## src/rtl/seven_segment_scanner.sv

```systemverilog
// Time-multiplexed N-digit common-anode hex display driver with a frame-synchronous value swap.
// Define SEVSEG_LZB_EN to blank leading zeros (digit 0 is never blanked).

module seven_segment (
  input  logic [3:0] hex,
  output logic [6:0] seg
);

  // Active-low segments, bit 6 = g ... bit 0 = a.
  always_comb begin
    case (hex)
      4'h0:    seg = 7'h40;
      4'h1:    seg = 7'h79;
      4'h2:    seg = 7'h24;
      4'h3:    seg = 7'h30;
      4'h4:    seg = 7'h19;
      4'h5:    seg = 7'h12;
      4'h6:    seg = 7'h02;
      4'h7:    seg = 7'h78;
      4'h8:    seg = 7'h00;
      4'h9:    seg = 7'h10;
      4'hA:    seg = 7'h08;
      4'hB:    seg = 7'h03;
      4'hC:    seg = 7'h46;
      4'hD:    seg = 7'h21;
      4'hE:    seg = 7'h06;
      default: seg = 7'h0E;
    endcase
  end

endmodule

module seven_segment_scanner #(
  parameter int N_DIGITS     = 4,
  parameter int ON_CYCLES    = 50000,
  parameter int GUARD_CYCLES = 500
) (
  input  logic                  i_clock,
  input  logic                  i_RESET,
  input  logic                  i_enable,
  input  logic [4*N_DIGITS-1:0] i_value,
  input  logic                  i_load,
  output logic                  o_ack,
  output logic [6:0]            o_seg,
  output logic [N_DIGITS-1:0]   o_dig,
  output logic                  o_frame
);

  localparam int MAX_CYCLES = (ON_CYCLES > GUARD_CYCLES) ? ON_CYCLES : GUARD_CYCLES;
  localparam int CW         = $clog2(MAX_CYCLES + 1);
  localparam int IW         = $clog2(N_DIGITS);

  localparam logic [CW-1:0] ON_LAST    = CW'(ON_CYCLES - 1);
  localparam logic [CW-1:0] GUARD_LAST = CW'(GUARD_CYCLES - 1);
  localparam logic [IW-1:0] IDX_LAST   = IW'(N_DIGITS - 1);
  localparam logic [6:0]    SEG_OFF    = 7'h7F;

  typedef enum logic {GUARD, ON} state_t;

  state_t                state_q, state_d;
  logic [IW-1:0]         idx_q, idx_d;
  logic [CW-1:0]         cnt_q, cnt_d;
  logic                  boundary;
  logic                  transfer;

  logic [4*N_DIGITS-1:0] shadow_q;
  logic [4*N_DIGITS-1:0] display_q;
  logic                  pending_q;

  logic [3:0]            cur_nibble;
  logic [6:0]            dec_seg;
  logic [N_DIGITS-1:0]   blank;

  logic [6:0]            seg_d;
  logic [N_DIGITS-1:0]   dig_d;
  logic                  frame_d;
  logic                  ack_d;

  // ---------------------------------------------------------------------------
  // Scan FSM: state register
  // ---------------------------------------------------------------------------
  // NOTE: clocked state uses non-blocking (<=) so every register samples the
  // pre-edge values of the others; blocking here would create order-dependent races.
  always_ff @(posedge i_clock or negedge i_RESET) begin
    if (!i_RESET) begin
      state_q <= GUARD;
      idx_q   <= '0;
      cnt_q   <= '0;
    end else begin
      state_q <= state_d;
      idx_q   <= idx_d;
      cnt_q   <= cnt_d;
    end
  end

  // ---------------------------------------------------------------------------
  // Scan FSM: next state
  // ---------------------------------------------------------------------------
  // NOTE: every always_comb output gets a default on entry; a path that leaves
  // one unassigned would infer a latch.
  always_comb begin
    state_d  = state_q;
    idx_d    = idx_q;
    cnt_d    = cnt_q + 1'b1;
    boundary = 1'b0;
    if (!i_enable) begin
      state_d = GUARD;
      idx_d   = '0;
      cnt_d   = '0;
    end else begin
      unique case (state_q)
        GUARD: begin
          if (cnt_q == GUARD_LAST) begin
            state_d = ON;
            cnt_d   = '0;
          end
        end
        ON: begin
          if (cnt_q == ON_LAST) begin
            state_d = GUARD;
            cnt_d   = '0;
            if (idx_q == IDX_LAST) begin
              idx_d    = '0;
              boundary = 1'b1;
            end else begin
              idx_d = idx_q + 1'b1;
            end
          end
        end
        default: ;
      endcase
    end
  end

  // A disabled display is idle, so any cycle of it is a safe point to swap data.
  assign transfer = pending_q & (boundary | ~i_enable);

  // ---------------------------------------------------------------------------
  // Shadow / display registers
  // ---------------------------------------------------------------------------
  // NOTE: shadow and display are reset on purpose so a fresh board shows zeros
  // rather than power-up garbage; plain data storage would normally stay unreset.
  always_ff @(posedge i_clock or negedge i_RESET) begin
    if (!i_RESET) begin
      shadow_q  <= '0;
      display_q <= '0;
      pending_q <= 1'b0;
    end else begin
      if (transfer) display_q <= shadow_q;
      // A load on the swap edge wins: the old shadow moves, the new one stays pending.
      if (i_load) begin
        shadow_q  <= i_value;
        pending_q <= 1'b1;
      end else if (transfer) begin
        pending_q <= 1'b0;
      end
    end
  end

  // ---------------------------------------------------------------------------
  // Decode and leading-zero blanking
  // ---------------------------------------------------------------------------
  assign cur_nibble = display_q[4*idx_q +: 4];

  seven_segment u_dec (
    .hex (cur_nibble),
    .seg (dec_seg)
  );

`ifdef SEVSEG_LZB_EN
  logic upper_zero;

  always_comb begin
    upper_zero = 1'b1;
    blank      = '0;
    for (int k = N_DIGITS - 1; k >= 1; k--) begin
      upper_zero = upper_zero & (display_q[4*k +: 4] == 4'h0);
      blank[k]   = upper_zero;
    end
  end
`else
  assign blank = '0;
`endif

  // ---------------------------------------------------------------------------
  // Scan FSM: outputs (registered one cycle behind the state)
  // ---------------------------------------------------------------------------
  // Segments reload only during GUARD, so they are settled before the digit lights.
  always_comb begin
    dig_d   = '1;
    seg_d   = o_seg;
    frame_d = boundary;
    ack_d   = transfer;
    if (!i_enable) begin
      seg_d = SEG_OFF;
    end else if (state_q == GUARD) begin
      seg_d = blank[idx_q] ? SEG_OFF : dec_seg;
    end else begin
      dig_d[idx_q] = 1'b0;
    end
  end

  always_ff @(posedge i_clock or negedge i_RESET) begin
    if (!i_RESET) begin
      o_seg   <= SEG_OFF;
      o_dig   <= '1;
      o_ack   <= 1'b0;
      o_frame <= 1'b0;
    end else begin
      o_seg   <= seg_d;
      o_dig   <= dig_d;
      o_ack   <= ack_d;
      o_frame <= frame_d;
    end
  end

endmodule
```

## config.mk

```make
export PLATFORM = sky130hd
export DESIGN_NAME = seven_segment_scanner
export DESIGN_NICKNAME = d
export VERILOG_FILES = /design/src/rtl/seven_segment_scanner.sv
export SDC_FILE = /design/constraint.sdc
export NUM_CORES = 1
export LEC_CHECK = 0
export BUFFER_PORTS_ARGS = -buffer_cell sky130_fd_sc_hd__clkbuf_2
export CAP_MARGIN = 30
export CORE_MARGIN = 10
export CORE_UTILIZATION = 30
export CTS_CLUSTER_SIZE = 14
export DETAILED_ROUTE_END_ITERATION = 8
export GPL_TIMING_DRIVEN = 0
export PLACE_DENSITY_LB_ADDON = 0.08
export SYNTH_ARGS = -nofsm -noshare
export SYNTH_HDL_FRONTEND = slang
export SYNTH_SLANG_ARGS = --single-unit
export TNS_END_PERCENT = 1
```

## constraint.sdc

```tcl
create_clock -name i_clock -period 7.15 [get_ports i_clock]
set_input_delay 1.43 -clock i_clock [delete_from_list [all_inputs] [get_ports i_clock]]
set_output_delay 1.43 -clock i_clock [all_outputs]
set_load 0.005 [all_outputs]
```

# Word-level counts from Yosys, hierarchy flattened
# Memory sizes are Yosys's and may differ from the RTL's.
# Index checks and enable logic that the tools add are counted.
[word_totals]
register_bits = 65
inputBits = 20
mem_bits_ro = 112
mem_count = 1
[op_classes]
order_cmp = 2
mux = 27
add_sub_neg = 2
reduce_logical = 3
shift = 1
n_eq_ne = 6
bitwise_logic = 5
[mem_list]
columns = ["name", "words", "word_bits", "rd", "rd_clocked_by_memory_dff", "write_ports", "line_no", "source"]
rows = [
  ["(name not given)", 16, 7, 1, 0, 0, "11", "case (hex)"],
]
[ops]
columns = ["operator", "n"]
rows = [
  ["$mux 16", 3],
  ["$pmux 16 s2", 1],
  ["$mux 7", 3],
  ["$add 16x1->16 const B", 1],
  ["$eq 16x16->1 const B", 1],
  ["$eq 16x9->1 const B", 1],
  ["$shiftx 16x5->4", 1],
  ["$mux 1", 11],
  ["$mux 2", 4],
  ["$mux 4", 2],
  ["$ne 2x1->1 const B", 2],
  ["$not 4->4", 1],
  ["$lt 2x3->1 const B", 1],
  ["$add 2x1->2 const B", 1],
  ["$bmux 1 s2", 1],
  ["$demux 1 s2", 1],
  ["$eq 2x2->1 const B", 1],
  ["$ge 2x1->1 const B", 1],
  ["$ne 2x2->1 const B", 1],
  ["$not 1->1", 2],
  ["$pmux 1 s2", 1],
  ["$reduce_and 2->1", 1],
  ["$reduce_bool 2->1", 1],
  ["$and 1x1->1", 1],
  ["other kinds (2)", 2],
]

# Longest topological paths before layout
# Gate-level depths: netlist of run 1.
[logic_depth]
depth_word = 9
depth_mapped = 8
ltp_nobuf = 7

# By module
# From an unflattened synthesis of run 1, not the netlist that was laid out.
[unflattened]
hier_cells = 329
hier_area_um2 = 3545.9
[by_module_without_submodules]
columns = ["mod", "area_each_um2", "cells_per_inst", "seq_area_each_um2", "instances"]
rows = [
  ["seven_segment_scanner", 3284.4, 298, 1640.3, 1],
  ["seven_segment", 261.5, 31, 0.0, 1],
]

# Least setup slack after synthesis of run 1
# Ideal clock, no wire load.
[synth_timing]
path_type = "input to register"
start = "in i_enable"
end = "reg display_q[10]"
n_path_buf = 2
arrival_time_ns = 2.530
path_slack_ns = 4.495
setup_time_ns = 0.125
cell_stages = 5
required_time_ns = 7.025
path_cell_list = "clkbuf_1 -> nor2b_1 -> a31oi_4 -> buf_6 -> mux2_4"
[synth_via]
elab_chain_cells = 3
elab_cells_between_ends = 4
[synth_lines]
columns = ["element", "line_no", "source"]
rows = [
  ["start, declared", "40", "input logic i_enable,"],
  ["$mux 1 or $not 1->1 (tied branches)", "106, 136", ""],
  ["$or 1x1->1 *", "136", "assign transfer = pending_q & (boundary | ~i_enable);"],
  ["$and 1x1->1 *", "136", ""],
  ["end signal, assigned", "149", "if (transfer) display_q <= shadow_q;"],
  ["end, declared", "67", "logic [4*N_DIGITS-1:0] display_q;"],
]
# Every way passes the cells marked *; elsewhere a longest branch is shown, timed or not.
# A chain may end at the register's enable or synchronous reset.

# Final worst setup path of run 1
[layout_timing]
start = "in i_enable"
end = "reg display_q[12]"
# The elaborated chain is that of the path after synthesis.

==> results of run 1 <==
## logic make-up (layout without fill, tap and decap cells)
family / Yosys count / in the layout / share of synthesized area [%]
AND/OR/NAND/NOR: 87 / 87 / 13.8
XOR/XNOR: 17 / 17 / 4.80
AO/OA/AOI/OAI: 19 / 19 / 4.40
buffers and inverters: 17 / 64 / 2.34
multiplexers: 40 / 40 / 17.3
flip-flops: 65 / 65 / 52.9
adder cells (fa/ha/maj): 11 / 11 / 4.44
## flip-flops by register name, summed over array words and instances, names as in the netlist
name and cells:
shadow_q 16, state_q 1, o_seg 7, idx_q 2, pending_q 1, display_q 16
cnt_q 16, o_ack 1, o_dig 4, o_frame 1
## cells in the final DEF (no fill, tap or decap), types with 2 or more instances in the layout
master | netlist | layout
clkbuf_2 | 0 | 29
a21oi_1 | 5 | 5
ha_1 | 11 | 11
o21ai_0 | 4 | 4
nand3b_1 | 2 | 2
dfrtp_1 | 54 | 54
xor2_1 | 6 | 6
nand2_1 | 22 | 22
nand4_1 | 5 | 5
nand3_1 | 7 | 7
nor4_1 | 3 | 3
clkbuf_1 | 7 | 9
nor2b_1 | 2 | 2
xnor2_1 | 11 | 11
and3_1 | 3 | 3
o211ai_1 | 4 | 4
mux4_2 | 5 | 5
inv_1 | 8 | 8
mux2i_1 | 2 | 2
mux2_4 | 9 | 9
bufinv_16 | 0 | 3
dfstp_2 | 11 | 11
mux2_2 | 24 | 24
clkbuf_8 | 0 | 9
nor2_1 | 31 | 31
nor3_1 | 4 | 4
## area by class of cell
| type | instances | area (µm²) |
|---|---|---|
| fillers | 1044 | 6500 |
| well taps | 136 | 170 |
| inverters | 8 | 30.0 |
| plain buffers | 9 | 42.5 |
| clock inverters | 5 | 104 |
| repair buffers | 31 | 173 |
| clock buffers | 11 | 131 |
| multi-input cells | 174 | 1390 |
| flip-flops and latches | 65 | 1640 |
## routing by layer
layer	up-vias	wire (µm)
met5	-	0
met4	0	81
met3	6	276
met2	32	2840
met1	979	3200
li1	984	-
## cell usage after synthesis (2+ instances only)
cell type / count
dfrtp_1: 54
nor2_1: 31
mux2_2: 24
nand2_1: 22
dfstp_2: 11
ha_1: 11
xnor2_1: 11
mux2_4: 9
inv_1: 8
clkbuf_1: 7
nand3_1: 7
xor2_1: 6
a21oi_1: 5
mux4_2: 5
nand4_1: 5
nor3_1: 4
o211ai_1: 4
o21ai_0: 4
and3_1: 3
nor4_1: 3
mux2i_1: 2
nand3b_1: 2
nor2b_1: 2
## per-stage QoR
step           instance area [µm²]  hold WS (ps)  total power (W)
5_1_grt                       3680           516          0.00101
2_1_floorplan                 3100           474         0.000538
3_3_place_gp                  3420           491         0.000585
3_5_place_dp                  3450           490         0.000588
4_1_cts                       3680           508         0.000974
6_report                      3680           503         0.000956
## power groups by stage
stage	sequential, W	clock (W)	combinational (W)
after detailed placement	0.000444	0	0.000144
after CTS	0.000437	0.000392	0.000145
final	0.000436	0.000378	0.000142
after floorplan	0.000436	0	0.000102
after global routing	0.000441	0.000409	0.000161
after global placement	0.000443	0	0.000142
## final timing paths
check / from / depth (start not counted) / to
max: i_enable / 5 / display_q[12]$_DFFE_PN0P_
min reg2reg: shadow_q[15]$_DFFE_PN0P_ / 1 / display_q[15]$_DFFE_PN0P_
max reg2reg: cnt_q[0]$_DFF_PN0_ / 7 / display_q[12]$_DFFE_PN0P_
min in group asynchronous: i_RESET / 1 / display_q[7]$_DFFE_PN0P_
min: shadow_q[15]$_DFFE_PN0P_ / 1 / display_q[15]$_DFFE_PN0P_
max in group asynchronous: i_RESET / 2 / o_dig[1]$_DFF_PN1_
==> flow_metrics.py, run 1 <==
metrics = {
    "drt": {
        "vias": 2001,
        "via_per_inst": 4.56,
        "drtIter0Drc": 62,
        "drt-pass1-iter-count": 4,
        "drc": 0,
        "ant_nets": 0,
        "routedWlPerCell_um": 14.6,
        "drt_wl_total_mm": 6.40,
    },
    "power": {
        "ir_worst_vdd_mv": 0.0824,
        "power_frac_comb_pct": 14.9,
        "p_leak_nw": 1.58,
        "clkPwrFrac_pct": 39.5,
        "switching_share_pct": 24.8,
        "p_seq_share_pct": 45.6,
        "p_int_w": 0.000719,
        "p_per_area_nw_per_um2": 260,
        "switchingPower_w": 0.000237,
    },
    "setup_path": {
        "end_kind": "register",
        "crit_type": "input port to register",
        "crit_chain": "clkbuf_1 -> nor2b_1 -> a31oi_4 -> buf_6 -> mux2_4",
        "critPathMaxStageDelay_ps": 360,
        "required_ps": 7370,
        "r2r_setup_slack_ps": 4620,
        "crit_slowest_cell": "clkbuf_1",
        "critPathLaunchType": "input port",
        "crit_buf_inv": 2,
        "crit_arrival_ps": 2850,
        "critPathTopFamily": "buffers and inverters",
        "cp_max_fo": 10,
    },
    "synth": {
        "syn_area_per_cell_um2": 12.1,
        "synth_ff_type": "dfrtp_1",
        "yosysWarnings": 0,
        "ys_async_sr_fraction_pct": 100,
        "synth_area_leaders": "dfrtp_1 44%, dfstp_2 9.3%, mux2_2 8.7%",
        "synth.distinct_cells": 39,
        "yosys.area.top_type": "dfrtp_1",
        "synth_top_area_share_pct": 43.5,
        "syn_area_um2": 3100,
        "syn-num-nets": 287,
        "seq_area_frac_synth_pct": 52.9,
        "synth-seq-cells": 65,
        "synth_edf_count": 0,
        "syn-instance-count": 256,
    },
    "placement": {
        "numPlacedInstances": 423,
        "pre_cts_ws_ps": 4140,
        "place_congestion": 0.780,
        "hpwl_mm": 4.74,
        "io_buffers": 30,
    },
    "global_routing": {
        "use_met1_pct": 12.5,
        "grt_pass1_vias": 2134,
        "track_usage_pct": 9.46,
        "busiest_layer": "met2",
        "gr-total-overflow": 0,
        "grt_pass1_wl_mm": 11.0,
        "grt_max_degree": 36,
        "antenna_found_initial": 0,
        "use_met2_pct": 13.8,
        "use_met3_pct": 2.54,
    },
    "clock_tree": {
        "cts.sinks": 65,
        "post_cts_buffers": 0,
        "cts_tree": "yes",
        "cts_max_level": 3,
        "clkTransAtPathRegs_ps": 70,
        "clockBufferDepth": 2,
        "ctsResizeCount": 0,
        "clk_latency_ps": 340,
        "cts_buffers": 9,
        "ctsRootBufferMaster": "clkbuf_8",
        "cts_hold_buf": 0,
    },
    "cells_and_area": {
        "postLayoutCoreUtil_pct": 36.1,
        "diodes": 0,
        "area_delta_synth_final_pct": 18.6,
        "nets": 329,
        "instances_no_fill": 439,
        "drive_gt1_share_pct": 33.7,
    },
    "timing": {
        "hold_viol": 0,
        "setup-tns-final_ps": 0,
        "worstMarginPinSlew_ps": 598,
        "finalClockSkew_ps": 8.57,
        "rsz0062_at_grt": "false",
        "setup_slack_ps": 4520,
        "setup_viol": 0,
        "relSlewSlack_pct": 60.1,
        "fin_crit_ps": 2630,
        "timing.fmax_mhz": 381,
        "final.period_utilization_pct": 36.8,
        "final_max_slew_viol_count": 0,
    },
    "floorplan": {
        "io_pins": 33,
        "start_util_pct": 30.5,
        "die_y_um": 122,
        "die-area_um2": 14800,
        "rows": 37,
        "die_x_um": 122,
        "coreArea_um2": 10200,
    },
    "run": {
        "cap_violations": 0,
    },
    "run_status": {
        "outcome": "completed",
    },
    "min_path": {
        "hold_path_class": "register to register",
    },
}
No activity file was read; power rests on OpenSTA's default activity.
==> run 2: changes to the inputs <==
==> constraint.sdc (replaced) <==
create_clock -name i_clock -period 2.3 [get_ports i_clock]
set_input_delay 0.46 -clock i_clock [delete_from_list [all_inputs] [get_ports i_clock]]
set_output_delay 0.46 -clock i_clock [all_outputs]
set_load 0.005 [all_outputs]
==> flow_metrics.py, run 2 (synthesis results as in run 1) <==
metrics = {
    "run": {
        "cap_violations": 0,
    },
    "floorplan": {
        "start_util_pct": 30.5,
        "rows": 37,
        "die_y_um": 122,
        "die-area_um2": 14800,
        "io_pins": 33,
        "coreArea_um2": 10200,
        "die_x_um": 122,
    },
    "drt": {
        "drtIter0Drc": 72,
        "ant_nets": 0,
        "via_per_inst": 4.53,
        "drt_wl_total_mm": 6.46,
        "wl_met3_um": 264,
        "top_layer": "met4",
        "routedWlPerCell_um": 14.6,
        "met1_length_mm": 3.26,
        "drc": 0,
        "drt-pass1-iter-count": 4,
        "vias": 2005,
        "dr_wl_met2_mm": 2.86,
    },
    "cells_and_area": {
        "reg_top3": "cnt_q (16), display_q (16), shadow_q (16)",
        "drive_gt1_share_pct": 35.8,
        "nets": 333,
        "layout_commonest_cell": "dfrtp_1",
        "postLayoutCoreUtil_pct": 36.7,
        "diodes": 0,
        "nFillCells": 1040,
        "area_delta_synth_final_pct": 20.6,
        "final_cell_mix": "52 x dfrtp_1, 31 x nor2_1, 29 x clkbuf_2, 24 x mux2_2, 22 x nand2_1",
    },
    "run_status": {
        "outcome": "completed",
    },
    "placement": {
        "io_buffers": 30,
        "pre_cts_ws_ps": -241,
        "place_congestion": 0.780,
        "hpwl_mm": 4.74,
    },
    "global_routing": {
        "grt_pass1_wl_mm": 11.1,
        "antenna_found_initial": 0,
        "grt_max_degree": 36,
        "gr-total-overflow": 0,
        "track_usage_pct": 9.52,
        "grt_pass1_vias": 2130,
    },
    "clock_tree": {
        "ctsRootBufferMaster": "clkbuf_8",
        "clk_latency_ps": 340,
        "clkTransAtPathRegs_ps": 70,
        "cts_tree": "yes",
        "cts.sinks": 65,
        "cts_max_level": 3,
        "cts_hold_buf": 0,
        "clockBufferDepth": 2,
        "cts_buffers": 9,
    },
    "timing": {
        "relSlewSlack_pct": 58.5,
        "worstMarginPinSlew_ps": 622,
        "setup_viol": 0,
        "final_max_slew_viol_count": 0,
        "hold_viol": 0,
        "setup_slack_ps": 108,
        "timing.fmax_mhz": 456,
        "fin_crit_ps": 2190,
        "finalClockSkew_ps": 8.88,
        "final.period_utilization_pct": 95.3,
    },
    "setup_path": {
        "end_kind": "register",
        "crit_type": "register to register",
        "cp_max_fo": 10,
        "critPathLaunchType": "register",
        "required_ps": 2520,
        "setup.worst_path.start": "cnt_q[0]$_DFF_PN0_",
        "r2r-start": "cnt_q[0]$_DFF_PN0_",
        "crit_arrival_ps": 2410,
    },
    "min_path": {
        "hold_path_class": "input port to async pin",
    },
    "power": {
        "p_leak_nw": 1.60,
        "ir_worst_vdd_mv": 0.262,
        "p_total_w": 0.00298,
        "p_per_area_nw_per_um2": 798,
    },
}
[run 2: power by group]
part / switching, W / internal [W]
Clock: 0.000452 / 0.000722
Sequential: 0.0000801 / 0.00128
Combinational: 0.000206 / 0.000249
[run 2: repair_timing]
item	CTS	global route
buffers inserted	2	3
gates resized for setup	3	4
pin swaps	2	2
endpoints found under the setup margin	31	27
[run 2: layer usage]
| metal | GRT usage (%) | vias to the layer above |
|---|---|---|
| li1 | - | 986 |
| met1 | 12.7 | 985 |
| met2 | 13.8 | 28 |
| met3 | 2.54 | 6 |
| met4 | 4.92 | 0 |
| met5 | 0 | - |
[run 2: critical path, cell delays in order, from the launching register on]
cell and delay, ps:
dfrtp_2 420, ha_4 170, nand3_2 70, or4_4 450, nor4_4 210, buf_4 180
a31oi_4 110, buf_12 180, mux2_4 290
[run 2: area by class of cell]
class	instances	area (µm²)	share of cell area (%)
plain buffers	8	50.0	1.34
clock buffers	11	131	3.51
clock inverters	5	104	2.78
inverters	8	30.0	0.803
multi-input cells	174	1400	37.5
flip-flops and latches	65	1640	43.9
well taps	136	170	4.55
repair buffers	36	210	5.62
[run 2: final timing paths]
| path | endpoint | slack [ps] | depth (start not counted) |
|---|---|---|---|
| worst max-delay path | display_q[12]$_DFFE_PN0P_ | 110 | 8 |
| worst min-delay path | display_q[7]$_DFFE_PN0P_ | 90 | 1 |
| worst max register to register | display_q[12]$_DFFE_PN0P_ | 110 | 8 |
| worst min register to register | display_q[15]$_DFFE_PN0P_ | 500 | 1 |
| max in group asynchronous | o_dig[1]$_DFF_PN1_ | 1620 | 2 |
| min in group i_clock | shadow_q[1]$_DFFE_PN0P_ | 350 | 2 |
[run 2: stage by stage]
stage	setup TNS (ps)	cells	hold WS (ps)	instance area, µm²
floorplan	0	256	164	3100
global placement	-4120	422	491	3420
detailed placement	-4230	423	464	3450
CTS	-625	440	80.8	3700
global route	-2.21	443	105	3740
finish	0	443	89.0	3740
